File: src/rtl/hazard_ctrl_pkg.sv
`default_nettype none
// ----------------------------------------------------------------------------
// hazard_ctrl_pkg : FSel codes, Tnew/Tuse constants, shadow-pipeline entry
// Rev 1.0
// ----------------------------------------------------------------------------
package hazard_ctrl_pkg;

  localparam logic [2:0] FSEL_E_LINK = 3'b000;
  localparam logic [2:0] FSEL_M_LINK = 3'b001;
  localparam logic [2:0] FSEL_M_ALU  = 3'b010;
  localparam logic [2:0] FSEL_W      = 3'b011;
  localparam logic [2:0] FSEL_RF     = 3'b100;

  localparam logic [1:0] TNEW_READY  = 2'd0;
  localparam logic [1:0] TUSE_NONE   = 2'd3;

  typedef struct packed {
    logic [4:0] wa;
    logic [1:0] tnew;
    logic       link;
  } shadow_entry_t;

  localparam shadow_entry_t SHADOW_BUBBLE = '0;

  // Advance an entry by one stage: Tnew counts down and saturates at zero.
  function automatic shadow_entry_t shadow_age(input shadow_entry_t e);
    shadow_entry_t r;
    r = e;
    if (e.tnew != TNEW_READY) r.tnew = e.tnew - 2'd1;
    return r;
  endfunction

endpackage
`default_nettype wire

File: src/rtl/hazard_fwd_sel.sv
`default_nettype none
// ----------------------------------------------------------------------------
// hazard_fwd_sel : youngest-match forward select and data stall for one source
// Rev 1.0
// ----------------------------------------------------------------------------
module hazard_fwd_sel
  import hazard_ctrl_pkg::*;
(
  input  logic [4:0]    i_src,
  input  logic [1:0]    i_tuse,
  input  shadow_entry_t i_ent_e,
  input  shadow_entry_t i_ent_m,
  input  shadow_entry_t i_ent_w,
  output logic          o_stall,
  output logic [2:0]    o_fsel
);

  logic       w_hit_e;
  logic       w_hit_m;
  logic       w_hit_w;
  logic       w_hit;
  logic [1:0] w_tnew;

  assign w_hit_e = (i_src != 5'd0) && (i_ent_e.wa == i_src);
  assign w_hit_m = (i_src != 5'd0) && (i_ent_m.wa == i_src);
  assign w_hit_w = (i_src != 5'd0) && (i_ent_w.wa == i_src);

  always_comb begin
    w_hit  = 1'b0;
    w_tnew = TNEW_READY;
    o_fsel = FSEL_RF;
    if (w_hit_e) begin
      w_hit  = 1'b1;
      w_tnew = i_ent_e.tnew;
      o_fsel = i_ent_e.link ? FSEL_E_LINK : FSEL_RF;
    end else if (w_hit_m) begin
      w_hit  = 1'b1;
      w_tnew = i_ent_m.tnew;
      if (i_ent_m.link)
        o_fsel = FSEL_M_LINK;
      else if (i_ent_m.tnew == TNEW_READY)
        o_fsel = FSEL_M_ALU;
      else
        o_fsel = FSEL_RF;
    end else if (w_hit_w) begin
      w_hit  = 1'b1;
      w_tnew = i_ent_w.tnew;
      o_fsel = FSEL_W;
    end
  end

  assign o_stall = w_hit && (i_tuse != TUSE_NONE) && (w_tnew > i_tuse);

endmodule
`default_nettype wire

File: src/rtl/hazard_ctrl.sv
`default_nettype none
// ----------------------------------------------------------------------------
// hazard_ctrl : shadow E/M/W write tracking, forwarding, stall and md busy.
// Optional stall counter enabled by defining HAZARD_PERF_EN.  Rev 1.0
// ----------------------------------------------------------------------------
module hazard_ctrl #(
  parameter int MULT_CYCLES = 5,
  parameter int DIV_CYCLES  = 10
) (
  input  logic        clk,
  input  logic        reset,
  input  logic [4:0]  rs_D,
  input  logic [4:0]  rt_D,
  input  logic [1:0]  tuse_rs_D,
  input  logic [1:0]  tuse_rt_D,
  input  logic [4:0]  wa_D,
  input  logic [1:0]  tnew_D,
  input  logic        link_D,
  input  logic        md_start_D,
  input  logic        md_div_D,
  input  logic        md_use_D,
  output logic        stall,
  output logic [2:0]  FSel1_D,
  output logic [2:0]  FSel2_D,
  output logic        md_busy,
  output logic [31:0] stall_cnt
);

  import hazard_ctrl_pkg::*;

  localparam int c_md_max = (MULT_CYCLES > DIV_CYCLES) ? MULT_CYCLES : DIV_CYCLES;
  localparam int c_cnt_w  = $clog2(c_md_max + 1);
  localparam logic [c_cnt_w-1:0] c_mult_load = c_cnt_w'(MULT_CYCLES);
  localparam logic [c_cnt_w-1:0] c_div_load  = c_cnt_w'(DIV_CYCLES);

  shadow_entry_t        r_ent_e;
  shadow_entry_t        r_ent_m;
  shadow_entry_t        r_ent_w;
  logic                 r_md_pend;
  logic                 r_md_div;
  logic [c_cnt_w-1:0]   r_md_cnt;
  logic                 w_stall_rs;
  logic                 w_stall_rt;
  logic                 w_md_stall;

  hazard_fwd_sel u_fwd_rs (
    .i_src   (rs_D),
    .i_tuse  (tuse_rs_D),
    .i_ent_e (r_ent_e),
    .i_ent_m (r_ent_m),
    .i_ent_w (r_ent_w),
    .o_stall (w_stall_rs),
    .o_fsel  (FSel1_D)
  );

  hazard_fwd_sel u_fwd_rt (
    .i_src   (rt_D),
    .i_tuse  (tuse_rt_D),
    .i_ent_e (r_ent_e),
    .i_ent_m (r_ent_m),
    .i_ent_w (r_ent_w),
    .o_stall (w_stall_rt),
    .o_fsel  (FSel2_D)
  );

  // A start sitting in E already counts as busy so a following HI/LO user waits.
  assign md_busy    = (r_md_cnt != '0) | r_md_pend;
  assign w_md_stall = md_use_D & md_busy;
  assign stall      = w_stall_rs | w_stall_rt | w_md_stall;

  always_ff @(posedge clk) begin
    if (reset) begin
      r_ent_e <= SHADOW_BUBBLE;
      r_ent_m <= SHADOW_BUBBLE;
      r_ent_w <= SHADOW_BUBBLE;
    end else begin
      r_ent_e <= stall ? SHADOW_BUBBLE : shadow_entry_t'{wa: wa_D, tnew: tnew_D, link: link_D};
      r_ent_m <= shadow_age(r_ent_e);
      r_ent_w <= shadow_age(r_ent_m);
    end
  end

  always_ff @(posedge clk) begin
    if (reset) begin
      r_md_pend <= 1'b0;
      r_md_div  <= 1'b0;
      r_md_cnt  <= '0;
    end else begin
      r_md_pend <= md_start_D & ~stall;
      r_md_div  <= md_div_D;
      if (r_md_pend)
        r_md_cnt <= r_md_div ? c_div_load : c_mult_load;
      else if (r_md_cnt != '0)
        r_md_cnt <= r_md_cnt - c_cnt_w'(1);
    end
  end

`ifdef HAZARD_PERF_EN
  logic [31:0] r_stall_cnt;

  always_ff @(posedge clk) begin
    if (reset)
      r_stall_cnt <= 32'd0;
    else if (stall)
      r_stall_cnt <= r_stall_cnt + 32'd1;
  end

  assign stall_cnt = r_stall_cnt;
`else
  assign stall_cnt = 32'd0;
`endif

endmodule
`default_nettype wire

File: config.mk
export PLATFORM = sky130hd
export DESIGN_NAME = hazard_ctrl
export DESIGN_NICKNAME = d
export VERILOG_FILES = /design/src/rtl/hazard_ctrl_pkg.sv /design/src/rtl/hazard_fwd_sel.sv /design/src/rtl/hazard_ctrl.sv
export SDC_FILE = /design/constraint.sdc
export NUM_CORES = 1
export LEC_CHECK = 0
export ABC_AREA = 1
export CAP_MARGIN = 5
export CORE_MARGIN = 2
export CORE_UTILIZATION = 51
export CTS_BUF_LIST = sky130_fd_sc_hd__clkbuf_4 sky130_fd_sc_hd__clkbuf_8
export CTS_CLUSTER_DIAMETER = 80
export DETAILED_ROUTE_END_ITERATION = 7
export PLACE_DENSITY = 0.88
export SLEW_MARGIN = 20
export SYNTH_ARGS = -nofsm -noshare
export SYNTH_HDL_FRONTEND = slang
export SYNTH_SLANG_ARGS = --single-unit
File: constraint.sdc
create_clock -name clk -period 3.9 [get_ports clk]
set_input_delay 0.585 -clock clk [delete_from_list [all_inputs] [get_ports clk]]
set_output_delay 0.585 -clock clk [all_outputs]
set_load 0.005 [all_outputs]
Word-level counts from Yosys, hierarchy flattened
Cells that the tools add are included.
- flip-flop bits (word level): 29
- $add $sub $neg: 3
- order comparisons: 2
- equality and inequality tests: 8
- muxes and demuxes: 26
- bitwise gates (word level): 6
- reductions and logical operators: 18
- operators by type and width (operator ; number):
    == test 5 bit ; 6
    two-way mux 3 bit ; 9
    two-way mux 2 bit ; 8
    two-way mux 4 bit ; 3
    logical AND 1 bit ; 10
    nonzero test 5 bit ; 2
    two-way mux 1 bit ; 6
    nonzero test 2 bit ; 3
    greater-than comparator 2 bit ; 2
    inequality test 2 bit, second input constant ; 2
    nonzero test 4 bit ; 1
    subtractor 2 x 1 -> 2 bit, second input constant ; 2
    subtractor 4 x 1 -> 4 bit, second input constant ; 1
    bitwise OR 1 bit ; 3
    AND 1 bit ; 2
    logical NOT 2 bit ; 1
    OR reduction 2 bit ; 1
    inverter 1 bit ; 1

Longest topological paths before layout
Gate-level depths: netlist of run 1.
- depth in word-level cells: 11
- mapped depth: 17

By module
Synthesis of run 1 repeated with hierarchy kept, for this count alone.
- cell total of the unflattened synthesis: 350
- area total of the unflattened synthesis: 2243.4 sq um
- by module, submodules not included (module ; instances ; cells an instance ; area an instance (sq um)):
    hazard_ctrl ; 1 ; 156 ; 1257.5
    hazard_fwd_sel ; 2 ; 97 ; 493.0

Least setup slack after synthesis of run 1
No wires, ideal clock.
- path type: input -> output
- start point: input port rt_D[4]
- end point: output port stall
- arrival: 2.221 ns
- required time: 3.315 ns
- setup slack: 1.094 ns
- stages: 13
- path through: or2_1 > nor2_2 > inv_1 > nand2_1 > nor2_1 > nor2_1 > nand2_1 > o211ai_1 > o21ai_0 > ha_1 > a221oi_1 > nand2_2 > nand3_1
- cells in the longest elaborated chain, start to end: 9
- elaborated cells on any way between the ends: 18
- RTL lines (element ; RTL line ; source):
    start, declared ; hazard_ctrl.sv:13 ; input logic [4:0] rt_D,
    == test 5 bit / nonzero test 5 bit (equally long branches) ; hazard_fwd_sel.sv:26, hazard_fwd_sel.sv:24, hazard_fwd_sel.sv:25 ;
    logical AND 1 bit ; hazard_fwd_sel.sv:26 ; assign w_hit_w = (i_src != 5'd0) && (i_ent_w.wa == i_src);
    two-way mux 2 bit / two-way mux 1 bit (equally long branches) ; hazard_fwd_sel.sv:45 ; end else if (w_hit_w) begin
    two-way mux 2 bit / two-way mux 1 bit (equally long branches) ; hazard_fwd_sel.sv:36 ; end else if (w_hit_m) begin
    two-way mux 2 bit / two-way mux 1 bit (equally long branches) ; hazard_fwd_sel.sv:32 ; if (w_hit_e) begin
    greater-than comparator 2 bit / logical AND 1 bit (equally long branches) ; hazard_fwd_sel.sv:52 ; assign o_stall = w_hit && (i_tuse != TUSE_NONE) && (w_tnew > i_tuse);
    logical AND 1 bit (*) ; hazard_fwd_sel.sv:52 ;
    bitwise OR 1 bit (*) (2 in a row) ; hazard_ctrl.sv:69 ; assign stall = w_stall_rs | w_stall_rt | w_md_stall;
    end, declared ; hazard_ctrl.sv:22 ; output logic stall,
Every way passes the cells marked *; elsewhere a longest branch is shown, timed or not.

Final worst setup path of run 1
Ends and elaborated chain as after synthesis.

==> results of run 1 <==
registers in the layout, indices dropped and copies added, names as in the netlist:
register   count
r_ent_e        8
r_ent_m        8
r_ent_w        7
r_md_cnt       4
r_md_div       1
r_md_pend      1
worst paths after layout:
check,slack [ns],endpoint,cells after the start,start
worst max-delay path,0.41,stall,15,rt_D[4]
worst min-delay path,0.44,r_ent_m[2],2,r_ent_e[2]
worst max register to register,1.54,r_ent_e[2],14,r_ent_e[4]
worst min register to register,0.44,r_ent_m[2],2,r_ent_e[2]
kinds of logic after synthesis:
family / count (synthesis) / share of synthesized area
other cells: 1 / 0.00191
compound gates: 28 / 0.0795
flops: 29 / 0.295
buf+inv: 90 / 0.233
fa+ha+maj: 6 / 0.0382
simple gates: 117 / 0.259
xor+xnor: 21 / 0.0935
repair_timing:
item / in CTS / in global routing
buffers inserted: 0 / 1
resized for setup: 8 / 10
endpoints found under the setup margin: 1 / 1
cloned: 0 / 0
pin swaps: 0 / 7
layout make-up:
type,count,area [um2]
Clock buffer,5,68.8
Clock inverter,3,22.5
Fill cell,312,1240
Inverter,56,210
Multi-Input combinational cell,204,1080
Sequential cell,29,581
Tap cell,48,60.1
Timing Repair Buffer,44,423
where the power goes:
part / internal [mW] / total (mW) / leakage, nW / switching, mW
Sequential: 0.337 / 0.369 / 0.238 / 0.0313
Clock: 0.125 / 0.252 / 0.0364 / 0.127
Combinational: 0.140 / 0.310 / 0.984 / 0.170
Total: 0.602 / 0.931 / 1.26 / 0.328
per-layer routing:
layer  GRT usage  routed length (um)
met2       0.380                2160
met5           0                   0
met3      0.0477                 305
met4      0.0893                  48
met1       0.242                1760
Yosys cell counts (3+ instances only):
cell type  count  area, um2
o21ai_0        9       45.0
xnor2_1       13        114
nor3_1         5       25.0
nand2_1       50        188
buf_4         32        240
nand2_2        4       25.0
inv_1         56        210
nand3_1        6       30.0
dfxtp_1       29        581
xor2_1         8       70.1
ha_1           6       75.1
nor2_1        43        161
a21oi_1       13       65.1
nand4_1        3       18.8
per-stage QoR:
stage	util	area, um2	setup TNS [ns]
after floorplan	-	2080	0
after global placement	0.624	2300	0
after detailed placement	0.624	2300	-0.0881
after CTS	0.653	2410	0
after global routing	0.663	2450	0
final	0.663	2450	0
worst max-delay path: stages:
cell and delay, ns:
clkdlybuf4s50_1 0.43, or2_1 0.24, nor2_2 0.15, inv_1 0.10, nand2_2 0.09, nor2_4 0.05
nor2_2 0.13, nand2_1 0.06, o211ai_1 0.08, o21ai_1 0.10, ha_1 0.32, a221oi_2 0.29
nand2_2 0.09, nand3_1 0.08, dlymetal6s2s_1 0.12
layout by cell type, fill, tap and decap left out, types with 4 or more instances in the layout:
cell type / netlist / final
buf_4: 32 / 10
conb_1: 1 / 32
nand2_2: 4 / 5
xnor2_1: 13 / 13
nand3_1: 6 / 6
nor3_1: 5 / 5
dlygate4sd2_1: 0 / 4
o21ai_0: 9 / 8
a21oi_1: 13 / 12
inv_1: 56 / 56
clkbuf_8: 0 / 5
dlymetal6s2s_1: 0 / 5
xor2_1: 8 / 7
dfxtp_1: 29 / 29
clkdlybuf4s50_1: 0 / 25
nor2_1: 43 / 41
nand2_1: 50 / 49
ha_1: 6 / 6
==> metrics.md, run 1 <==
| Metric | Value |
|---|---|
| Setup ws final | `between 0.4 and 0.5 ns` |
| Core Region | `between 0.003 and 0.004 mm2` |
| Seq/Total Area, Yosys | `0.295` |
| Routed vias | `between 1500 and 2000` |
| Crit. End Element | `primary output` |
| Sink Count | `29` |
| Global placer's final weighted congestion | `between 0.8 and 0.9` |
| Pwr dens | `381 mW/mm2` |
| Initial Utilization | `0.533` |
| Ant diodes | `0` |
| Total power | `roughly 0.93 mW` |
| Pre-antenna DRT Iters | `5` |
| Clock Path Buffers | `2` |
| Initial antenna violation count | `0` |
| Total placed cells including tap cells | `380` |
| Width of the die | `between 60 and 70 um` |
| Number of buffers created by CTS | `5` |
| Share of cells above drive strength 1 | `0.0968` |
| Worst-Skew Late Latency | `between 0.2 and 0.3 ns` |
| Fin crit period | `roughly 3.5 ns` |
| P&R area growth vs syn | `24.4%` |
| Status | `completed` |
| Final #Nets | `approximately 370` |
| Post-DP HPWL | `approximately 3300 um` |
| Fin Clk Skew | `a little under 0.006 ns` |
| Full die area | `0.00437 mm2` |
| Clk pin slew, worst setup/hold paths | `approximately 0.070 ns` |
| Total congestion overflow | `0` |
| Fin crit share | `0.894` |
| Seq cells post-synth | `29` |
| Largest net degree at the start of global routing | `19` |
| Port Buffers | `34` |
| Worst EP required | `between 3 and 4 ns` |
| Die Ht | `~66 um` |
| Initial DRC count | `~100` |
| CP Class | `input port to primary output` |
| Via density per instance | `4.62` |
| Final Non-Filler Cells | `slightly below 400` |
| Row count | `22` |
| Hold Path Class | `flop to flop` |
| Worst endpoint data arrival time | `~2.9 ns` |
| Peak VDD IR | `332 uV` |
| Synth Instances | `between 200 and 300` |
| Leakage | `1.26 nW` |
| Count of cell types in the netlist | `25` |
| Worst-Margin Slew | `between 0.6 and 0.7 ns` |
| Slew Viols, Final | `0` |
| CTS tree | `yes` |
| First-pass GRT wire length | `7090 um` |
| Post-CTS Hold Fix Bufs | `0` |
| Syn Area/Cell | `6.74 um2` |
| Headroom to the max-slew limit | `0.547` |
| Max FO, Critical Path | `3` |
| EDFF count, synth | `0` |
| Total GRT Usage | `0.213` |
| Vias in the first global route | `about 1700` |
| Cell area after synthesis | `a little under 0.002 mm2` |
| Worst setup SP type | `input port` |
| H-tree levels | `2` |
| Setup Slack @ Placement | `-0.0881 ns` |
| Post-DRT Antenna Nets | `0` |
| Number of remaining DRC errors | `0` |
| Root Buffer | `clkbuf_8` |
| Ys flop type | `dfxtp_1` |
| Avg WL per Cell | `11.0 um` |
| Hold Violations, Final | `0` |
| Number of I/O pins | `67` |
| Final-report setup violation count | `0` |
| Yosys Warn Count | `0` |
| Hold WS | `between 0.4 and 0.5 ns` |
| Ys async rst share | `0` |
| Drt total wl | `roughly 4300 um` |
| RSZ-0062 raised after global routing | `no` |
| Max Clk Rate | `roughly 290 MHz` |
| Total of max-cap violations | `0` |
Power figures use the tool's default switching activity.
==> run 2, diff against run 1 <==
- TNS_END_PERCENT: unset -> 100
==> results of run 2 <==
Final layout, timing and power as in run 1 (identical DEF).
==> run 3, diff against run 2 <==
- CTS_BUF_LIST: sky130_fd_sc_hd__clkbuf_4 sky130_fd_sc_hd__clkbuf_8 -> sky130_fd_sc_hd__clkbuf_4
==> run 3 against run 2 <==
  * Total power is 6.4% lower
  * Clock skew is 0.0052 ns higher
  * Hold slack better by 0.0057 ns
==> metrics.md, run 3 (synthesis results as in run 1) <==
| Metric | Value |
|---|---|
| Setup ws final | `0.194 ns` |
| Final #Nets | `approximately 380` |
| Initial Utilization | `0.533` |
| Leakage | `1.27 nW` |
| Number of I/O pins | `67` |
| Post-DP HPWL | `3270 um` |
| Avg WL per Cell | `~11 um` |
| Core Region | `around 0.0037 mm2` |
| Ant diodes | `0` |
| CTS tree | `yes` |
| Total of max-cap violations | `0` |
| Top flop regs | `r_ent_e x8, r_ent_m x8, r_ent_w x7` |
| Critical Path Stages | `15` |
| Sink Count | `29` |
| Width of the die | `approximately 66 um` |
| Full die area | `0.00437 mm2` |
| Final Non-Filler Cells | `between 300 and 400` |
| Slowest stage delay, CP | `around 0.5 ns` |
| Global placer's final weighted congestion | `0.869` |
| Peak VDD IR | `340 uV` |
| Slew Viols, Final | `0` |
| Initial DRC count | `between 100 and 150` |
| Port Buffers | `34` |
| Final-report setup violation count | `0` |
| Number of buffers created by CTS | `5` |
| Worst-path cell chain | `dlygate4sd2_1, or2_1, nor2_2, inv_1, nand2_2, nor2_4, nor2_2, nand2_1, o211ai_1, o21ai_1, ha_1, a221oi_2, nand2_2, nand3_1, clkdlybuf4s50_1` |
| CP delay by family, top | `simple AND/OR/NAND/NOR gates` |
| Area after DPL | `roughly 0.0023 mm2` |
| Final instance area | `between 0.002 and 0.0025 mm2` |
| Vias in the first global route | `1632` |
| Hold WS | `roughly 0.44 ns` |
| First-pass GRT wire length | `roughly 6800 um` |
| Pre-antenna DRT Iters | `4` |
| Total placed cells including tap cells | `380` |
| Worst setup SP type | `input port` |
| Routed vias | `1782` |
| Root Buffer | `clkbuf_4` |
| Hold Path Cell Cnt | `2` |
| Cells on worst reg2reg path | `13` |
| Pwr dens | `357 mW/mm2` |
| Status | `completed` |
| H-tree levels | `2` |
| Hold Path Class | `flop to flop` |
| Crit. End Element | `primary output` |
| Max FO, Critical Path | `5` |
| Via density per instance | `4.56` |
| Fin Clk Skew | `roughly 0.011 ns` |
| Total congestion overflow | `0` |
| Worst EP required | `approximately 3.3 ns` |
| Worst path slowest cell | `clkdlybuf4s50_1` |
| Hold Violations, Final | `0` |
| Most frequent cells in the layout | `inv_1, nand2_1, nor2_1` |
| Total power | `roughly 0.87 mW` |
| Number of remaining DRC errors | `0` |
| Worst path bufs/invs | `3` |
| Most common cell after layout, fill and taps aside | `inv_1` |
| P&R area growth vs syn | `24.0%` |
| Clk pin slew, worst setup/hold paths | `between 0.1 and 0.15 ns` |
| RSZ-0062 raised after global routing | `no` |
| Worst endpoint data arrival time | `approximately 3.1 ns` |
| Worst-Skew Late Latency | `~0.33 ns` |
| Clock Path Buffers | `2` |
| Drt total wl | `between 4000 and 5000 um` |
| Initial antenna violation count | `0` |
| Worst-Margin Slew | `0.664 ns` |
| Setup Slack @ Placement | `-0.0881 ns` |
| Fin crit share | `0.950` |
| Total GRT Usage | `0.202` |
| Largest net degree at the start of global routing | `19` |
| Post-DRT Antenna Nets | `0` |
| Fin crit period | `3.71 ns` |
| Headroom to the max-slew limit | `0.556` |
| Row count | `22` |
| Die Ht | `66.1 um` |
| Max Clk Rate | `between 200 and 300 MHz` |
| CP Class | `input port to primary output` |
| Post-CTS Hold Fix Bufs | `0` |
| Share of cells above drive strength 1 | `0.108` |
run 3: where the power goes:
group	internal, mW	switching, mW	leakage (nW)
clock network	0.0696	0.121	0.0234
registers	0.337	0.0313	0.238
logic	0.143	0.169	1.01
total	0.550	0.321	1.27
run 3: timing repair:
action	in CTS	in global routing
endpoints found under the setup margin	1	1
resized for setup	5	18
pin swaps	0	10
setup buffers	0	3
run 3: final cells by class:
class / instances / area [um2]
clock buffers: 5 / 37.5
clock inverters: 3 / 22.5
fillers: 308 / 1250
inverters: 56 / 210
multi-input cells: 204 / 1080
flip-flops and latches: 29 / 581
well taps: 48 / 60.1
repair buffers: 46 / 448
run 3: worst register-to-register path: cells and delay by family (launching register included):
kind,cells,cell delay [ns]
simple gates,7,0.73
xor+xnor,1,0.17
compound gates,3,0.47
flops,1,0.43
fa+ha+maj,1,0.32
buf+inv,1,0.15
run 3: layer usage:
metal	routed length, um	vias to the layer above	GRT usage
met2	2080	77	0.355
li1	-	919	-
met1	1750	780	0.234
met5	0	-	0
met4	54	0	0.0765
met3	285	6	0.0511
run 3: worst paths after layout:
check | startpoint | endpoint | slack, ns
worst min register to register | r_ent_e[2] | r_ent_m[2] | 0.44
worst max-delay path | rt_D[0] | stall | 0.19
worst min-delay path | r_ent_e[2] | r_ent_m[2] | 0.44
worst max register to register | r_ent_m[7] | r_ent_e[2] | 1.54
run 3: per-stage QoR:
stage	utilization	setup TNS, ns
CTS	0.643	0
global route	0.661	0
finish	0.661	0
floorplan	-	0
global placement	0.624	0
detailed placement	0.624	-0.0881
==> variant 1, RTL diff (config.mk and constraints of run 2) <==
The parameter `MULT_CYCLES` goes from 5 to 10.
--- a/src/rtl/hazard_ctrl.sv
+++ b/src/rtl/hazard_ctrl.sv
@@ -5,5 +5,5 @@
 // ----------------------------------------------------------------------------
 module hazard_ctrl #(
-  parameter int MULT_CYCLES = 5,
+  parameter int MULT_CYCLES = 10,
   parameter int DIV_CYCLES  = 10
 ) (
Check against the original RTL: not equivalent (a bounded check fails within 10 cycles, from zero or initial values and one cycle with reset high).
==> variant 1 against run 2 <==
Via count is 7.3% lower. Area after synthesis is 5.4% lower. Final area is 8.6% lower. Count of clock-buffer cells in the layout is 2 lower. Clock skew is 1.5 ps lower. Critical path type unchanged. Sequential power is 7.0% lower. Worst setup slack worse by 170 ps. Power is 27% lower. Routed wire length is 12% lower. Worst hold slack better by 5.9 ps. Sequential cell count is 1 lower.
==> variant 1: results (changes against run 2) <==
* Initial antenna violation count at 0 (unchanged)
* CP arrival at 3070 ps (+170 ps)
* Fillcell total at 303 (-2.9%)
* Clock buffer depth at 2 (unchanged)
* Vias/cell at 4.51 (-2.3%)
* Ant. Diodes at 0 (unchanged)
* Synthesized area per cell at 6.64 um2 (-1.4%)
* CP max stage delay at 510 ps (+80 ps)
* Routed len/inst at 10.2 um (-6.8%)
* Port buffer count at 33 (-2.9%)
* Synth Area in Compound Gates at 0.0800 (+0.000510)
* Leakage at 0.00119 uW (-5.2%)
* Global-route wire length before repair at 6.33 mm (-11%)
* Synth Area in Adders at 0.0269 (-0.0113)
* Netlist cell types at 25 (unchanged)
* Sw Ratio at 0.334 (-0.0189)
* Clock-pin slew on the worst setup and hold paths at 140 ps (+70 ps)
* Share of post-route cells with drive strength above 1 at 0.0650 (-0.0318)
* CP max-delay cell: clkdlybuf4s50_1
* Status: complete, no violations
* Sequential share of the synthesized area at 0.301 (+0.00611)
* Ranking of synthesized cells by area: dfxtp_1 (30%), buf_4 (13%), nand2_1 (11%)
* Inst Count DP at 365 (-3.9%)
* First-iteration detailed-routing DRC count at 76 (-22%)
* Number of buffers created by CTS at 3 (-2)
* Largest regs: r_ent_e (8), r_ent_m (8), r_ent_w (7)
* Top delay family on crit path: buffers and inverters
* Maximum VDD drop at 0.000304 V (-8.4%)
* DRT Pass-1 Iters at 4 (-1)
* Mux contribution to synthesized area at 0 (unchanged)
* Final wirelength at 3.78 mm (-12%)
* DP Wirelength at 3.06 mm (-6.3%)
* YS warnings at 0 (unchanged)
* Final Wtd Congestion at 0.883 (+1.5%)
* Worst-Skew Late Latency at 330 ps (+40 ps)
* XOR/XNOR Fraction of Synth Area at 0.0847 (-0.00878)
* Top post-synthesis cells by count: nand2_1 (54), inv_1 (51), nor2_1 (45), buf_4 (32), dfxtp_1 (28)
* Asr flop ratio synth at 0 (unchanged)
* Fin nets at 356 (-4.6%)
* Worst relative slew slack at 0.526 (-0.0209)
* CTS H-tree lvls at 1 (-1)
* Setup Skew at 4.43 ps (-1.51 ps)
* Pin count of the biggest net entering global routing at 19 (unchanged)
* CP Max Fanout at 5 (+2)
* Vias in the first global route at 1,556 (-8.0%)
* Total track usage at 0.191 (-0.0217)
* Root Buffer: clkbuf_4
* Min-Delay Path Class: reg -> reg
* Primary FF master, synth: dfxtp_1
## variant 1: changes by cell type after synthesis, moves of 3 or more
cell,run 2,this run
xnor2_1,13,6
inv_1,56,51
nand2_1,50,54
o21ai_0,9,5
xor2_1,8,12
nand2_2,4,1
## variant 1: cell type report
cell class | instances | area, um2 | area share
Clock buffer | 3 | 22.5 | 0.0101
Timing Repair Buffer | 43 | 412 | 0.184
Multi-Input combinational cell | 198 | 992 | 0.444
Tap cell | 46 | 57.6 | 0.0257
Inverter | 51 | 191 | 0.0856
Sequential cell | 28 | 561 | 0.251
## variant 1: worst min-delay path, cell delays in order, from the launching register on
cell	delay [ps]
dfxtp_1	340
nand2_1	50
nor2_1	30
## variant 1: what timing repair did
item	CTS	global route
setup buffers	0	1
gates resized for setup	8	6
pin swaps	0	1
endpoints found under the setup margin	1	1
## variant 1: stage by stage
stage | total power (uW) | hold slack, ps | setup WS (ps) | utilization | instance area [um2]
4_1_cts | 679 | 440 | 6.05 | 0.647 | 2210
2_1_floorplan | 491 | 410 | 1120 | - | 1980
3_3_place_gp | 553 | 415 | -13.6 | 0.640 | 2180
3_5_place_dp | 563 | 421 | -79.1 | 0.640 | 2180
6_report | 680 | 443 | 243 | 0.655 | 2240
5_1_grt | 721 | 470 | 3.37 | 0.655 | 2240
## variant 1: final timing paths
kind                     end  cells after the start  slack [ps]        from
setup / recovery       stall                     15         240     rs_D[0]
hold / removal    r_ent_m[2]                      2         440  r_ent_e[2]
setup reg to reg  r_ent_e[4]                     15        1450  r_ent_m[7]
hold reg to reg   r_ent_m[2]                      2         440  r_ent_e[2]
## variant 1: cells by family after synthesis
kind of cell / after synthesis
AO/OA/AOI/OAI: 26
XOR/XNOR: 18
adder cells (fa/ha/maj): 4
buffers and inverters: 85
flip-flops: 28
other: 1
AND/OR/NAND/NOR: 118
## variant 1: power by group through the flow
stage	logic (uW)	clock network [uW]	registers, uW
3_5_place_dp	214	0	349
6_report	216	121	343
4_1_cts	215	121	342
2_1_floorplan	150	0	341
3_3_place_gp	206	0	347
5_1_grt	243	131	348
## variant 1: metal layers
layer  track usage  vias up  share of wire
met1         0.222      725           0.45
met5             0        -              0
li1              -      871              -
met3        0.0335        4          0.067
met2         0.358       65           0.48
met4        0.0505        0         0.0090
==> variant 2, RTL diff (flow settings as in run 2) <==
Made on the original files. Add an input register stage for `md_div_D`; this delays it by one clock. The other inputs are not delayed to match.
--- a/src/rtl/hazard_ctrl.sv
+++ b/src/rtl/hazard_ctrl.sv
@@ -33,4 +33,10 @@
   localparam logic [c_cnt_w-1:0] c_mult_load = c_cnt_w'(MULT_CYCLES);
   localparam logic [c_cnt_w-1:0] c_div_load  = c_cnt_w'(DIV_CYCLES);
+
+  logic md_div_D_q;
+
+  always_ff @(posedge clk) begin
+    md_div_D_q <= md_div_D;
+  end
 
   shadow_entry_t        r_ent_e;
@@ -88,5 +94,5 @@
     end else begin
       r_md_pend <= md_start_D & ~stall;
-      r_md_div  <= md_div_D;
+      r_md_div  <= md_div_D_q;
       if (r_md_pend)
         r_md_cnt <= r_md_div ? c_div_load : c_mult_load;
Formal check against the unedited RTL: not equivalent (a bounded check fails within 10 cycles, from zero or initial values and one cycle with reset high).
==> variant 2 against run 2 <==
Fmax is 1.5% higher. Global-route usage is 0.86 points lower. Power is 1.7% lower. Worst hold slack worse by 32 ps. Sequential power is 3% higher. Final area is 1.5% lower. Sequential cell count is 1 higher. Final cell count is 5.1% lower. Largest power group unchanged. Area after synthesis is 1.4% lower. Synthesized cell count is 6.5% lower. Utilization is 0.49 points lower. Worst setup slack better by 53 ps. Routed wire length is 4.8% lower. Combinational power is 1% lower.
==> variant 2: results (changes against run 2) <==
* Status: complete, no violations
* Post-cts repair resize count at 4 (-4)
* Number of buffers created by CTS at 5 (unchanged)
* YS warnings at 0 (unchanged)
* CP Max Fanout at 3 (unchanged)
* Fillcell total at 309 (-0.96%)
* Worst relative slew slack at 0.511 (-0.0358)
* DP Wirelength at 3.10 mm (-5.3%)
* Leakage at 0.00124 uW (-1.3%)
* Min-Delay Path Class: reg -> reg
* R2R setup slack at 1610 ps (+70 ps)
* Worst-Skew Late Latency at 280 ps
* Ant. Diodes at 0 (unchanged)
* Reg power frac at 0.417 (+0.021)
* Asr flop ratio synth at 0 (unchanged)
* Sequential share of the synthesized area at 0.310 (+0.0145)
* Setup Skew at 2.94 ps (-2.99 ps)
* Top Metal Used: met4
* WL met1 at 1.66 mm (-5.9%)
* Maximum VDD drop at 0.000325 V (-2.3%)
* Vias in the first global route at 1,580 (-6.6%)
* Cell Int Power at 608 uW (+1.0%)
* Routed wl met2 at 2.05 mm (-4.8%)
* Vias at 1,722 (-4.1%)
* DRT Pass-1 Iters at 4 (-1)
* Clock buffer depth at 2 (unchanged)
* Final Wtd Congestion at 0.884 (+1.7%)
* CTS H-tree lvls at 2 (unchanged)
* Initial antenna violation count at 0 (unchanged)
* Port buffer count at 34 (unchanged)
* Final wirelength at 4.07 mm (-4.8%)
* Share of post-route cells with drive strength above 1 at 0.115 (+0.0185)
* DP Area at 2280 um2 (-1.2%)
* Fin nets at 354 (-5.1%)
* CP arrival at 2850 ps (-50 ps)
* Largest regs: r_ent_e (8), r_ent_m (8), r_ent_w (7)
* Global-route wire length before repair at 6.74 mm (-4.9%)
* Top post-synthesis cells by count: inv_1 (47), nor2_1 (40), nand2_1 (36), buf_4 (32), dfxtp_1 (30)
* Met3 wire length at 269 um (-12%)
* Ranking of synthesized cells by area: dfxtp_1 (31%), buf_4 (12%), inv_1 (9.1%)
* Total track usage at 0.204 (-0.00865)
* Comb pwr share at 0.334 (about the same)
* Sw Ratio at 0.335 (-0.0180)
* Pin count of the biggest net entering global routing at 19 (unchanged)
* Setup bufs post-CTS at 0 (unchanged)
* Setup violators final at 0 (unchanged)
* Clock-pin slew on the worst setup and hold paths at around 60 ps
* Netlist cell types at 26 (+4.0%)
* First-iteration detailed-routing DRC count at 55 (-44%)
* Root Buffer: clkbuf_8
## variant 2: metrics by stage
stage | util | instances | hold slack (ps) | setup slack, ps
after detailed placement | 0.622 | 361 | 401 | -52.5
after global placement | 0.622 | 361 | 394 | -20.5
after CTS | 0.644 | 368 | 409 | 17.5
final | 0.658 | 369 | 405 | 468
after floorplan | - | 304 | 388 | 1040
after global routing | 0.658 | 369 | 419 | 253
## variant 2: cell type report
class                      count  area, um2  area share
tap                           48       60.1      0.0249
inverter                      47        176      0.0732
clock buffer                   5       68.8      0.0286
clock inverter                 2       10.0     0.00415
multi-input combinational    193       1070       0.444
sequential                    30        601       0.249
timing repair buffer          44        424       0.176
## variant 2: path summary, 6_finish.rpt
kind | from | endpoint | depth (start not counted)
min | md_div_D_q | r_md_div | 2
min reg2reg | md_div_D_q | r_md_div | 2
max reg2reg | r_ent_e[7] | r_ent_e[6] | 13
max | rt_D[4] | stall | 15
## variant 2: cell families after synthesis
family | Yosys count | synth area share
compound gates | 28 | 0.0800
xor+xnor | 27 | 0.122
fa+ha+maj | 6 | 0.0387
buf+inv | 81 | 0.219
flops | 30 | 0.310
other cells | 1 | 0.00193
simple gates | 100 | 0.229
## variant 2: per-layer routing
metal  GRT usage  vias to the layer above
met1       0.234                      771
li1            -                      867
met4      0.0807                        0
met3      0.0565                       11
met2       0.356                       73
met5           0                        -
## variant 2: critical path, stage by stage
cell	delay, ps
clkdlybuf4s50_1	440
or2_1	260
nor2_2	130
nor2_1	70
nand2_2	80
inv_2	60
nor2_2	120
nand2_1	60
o211ai_1	70
o21ai_1	100
ha_1	290
a221oi_2	290
nand2_2	80
nand3_1	80
dlymetal6s2s_1	120
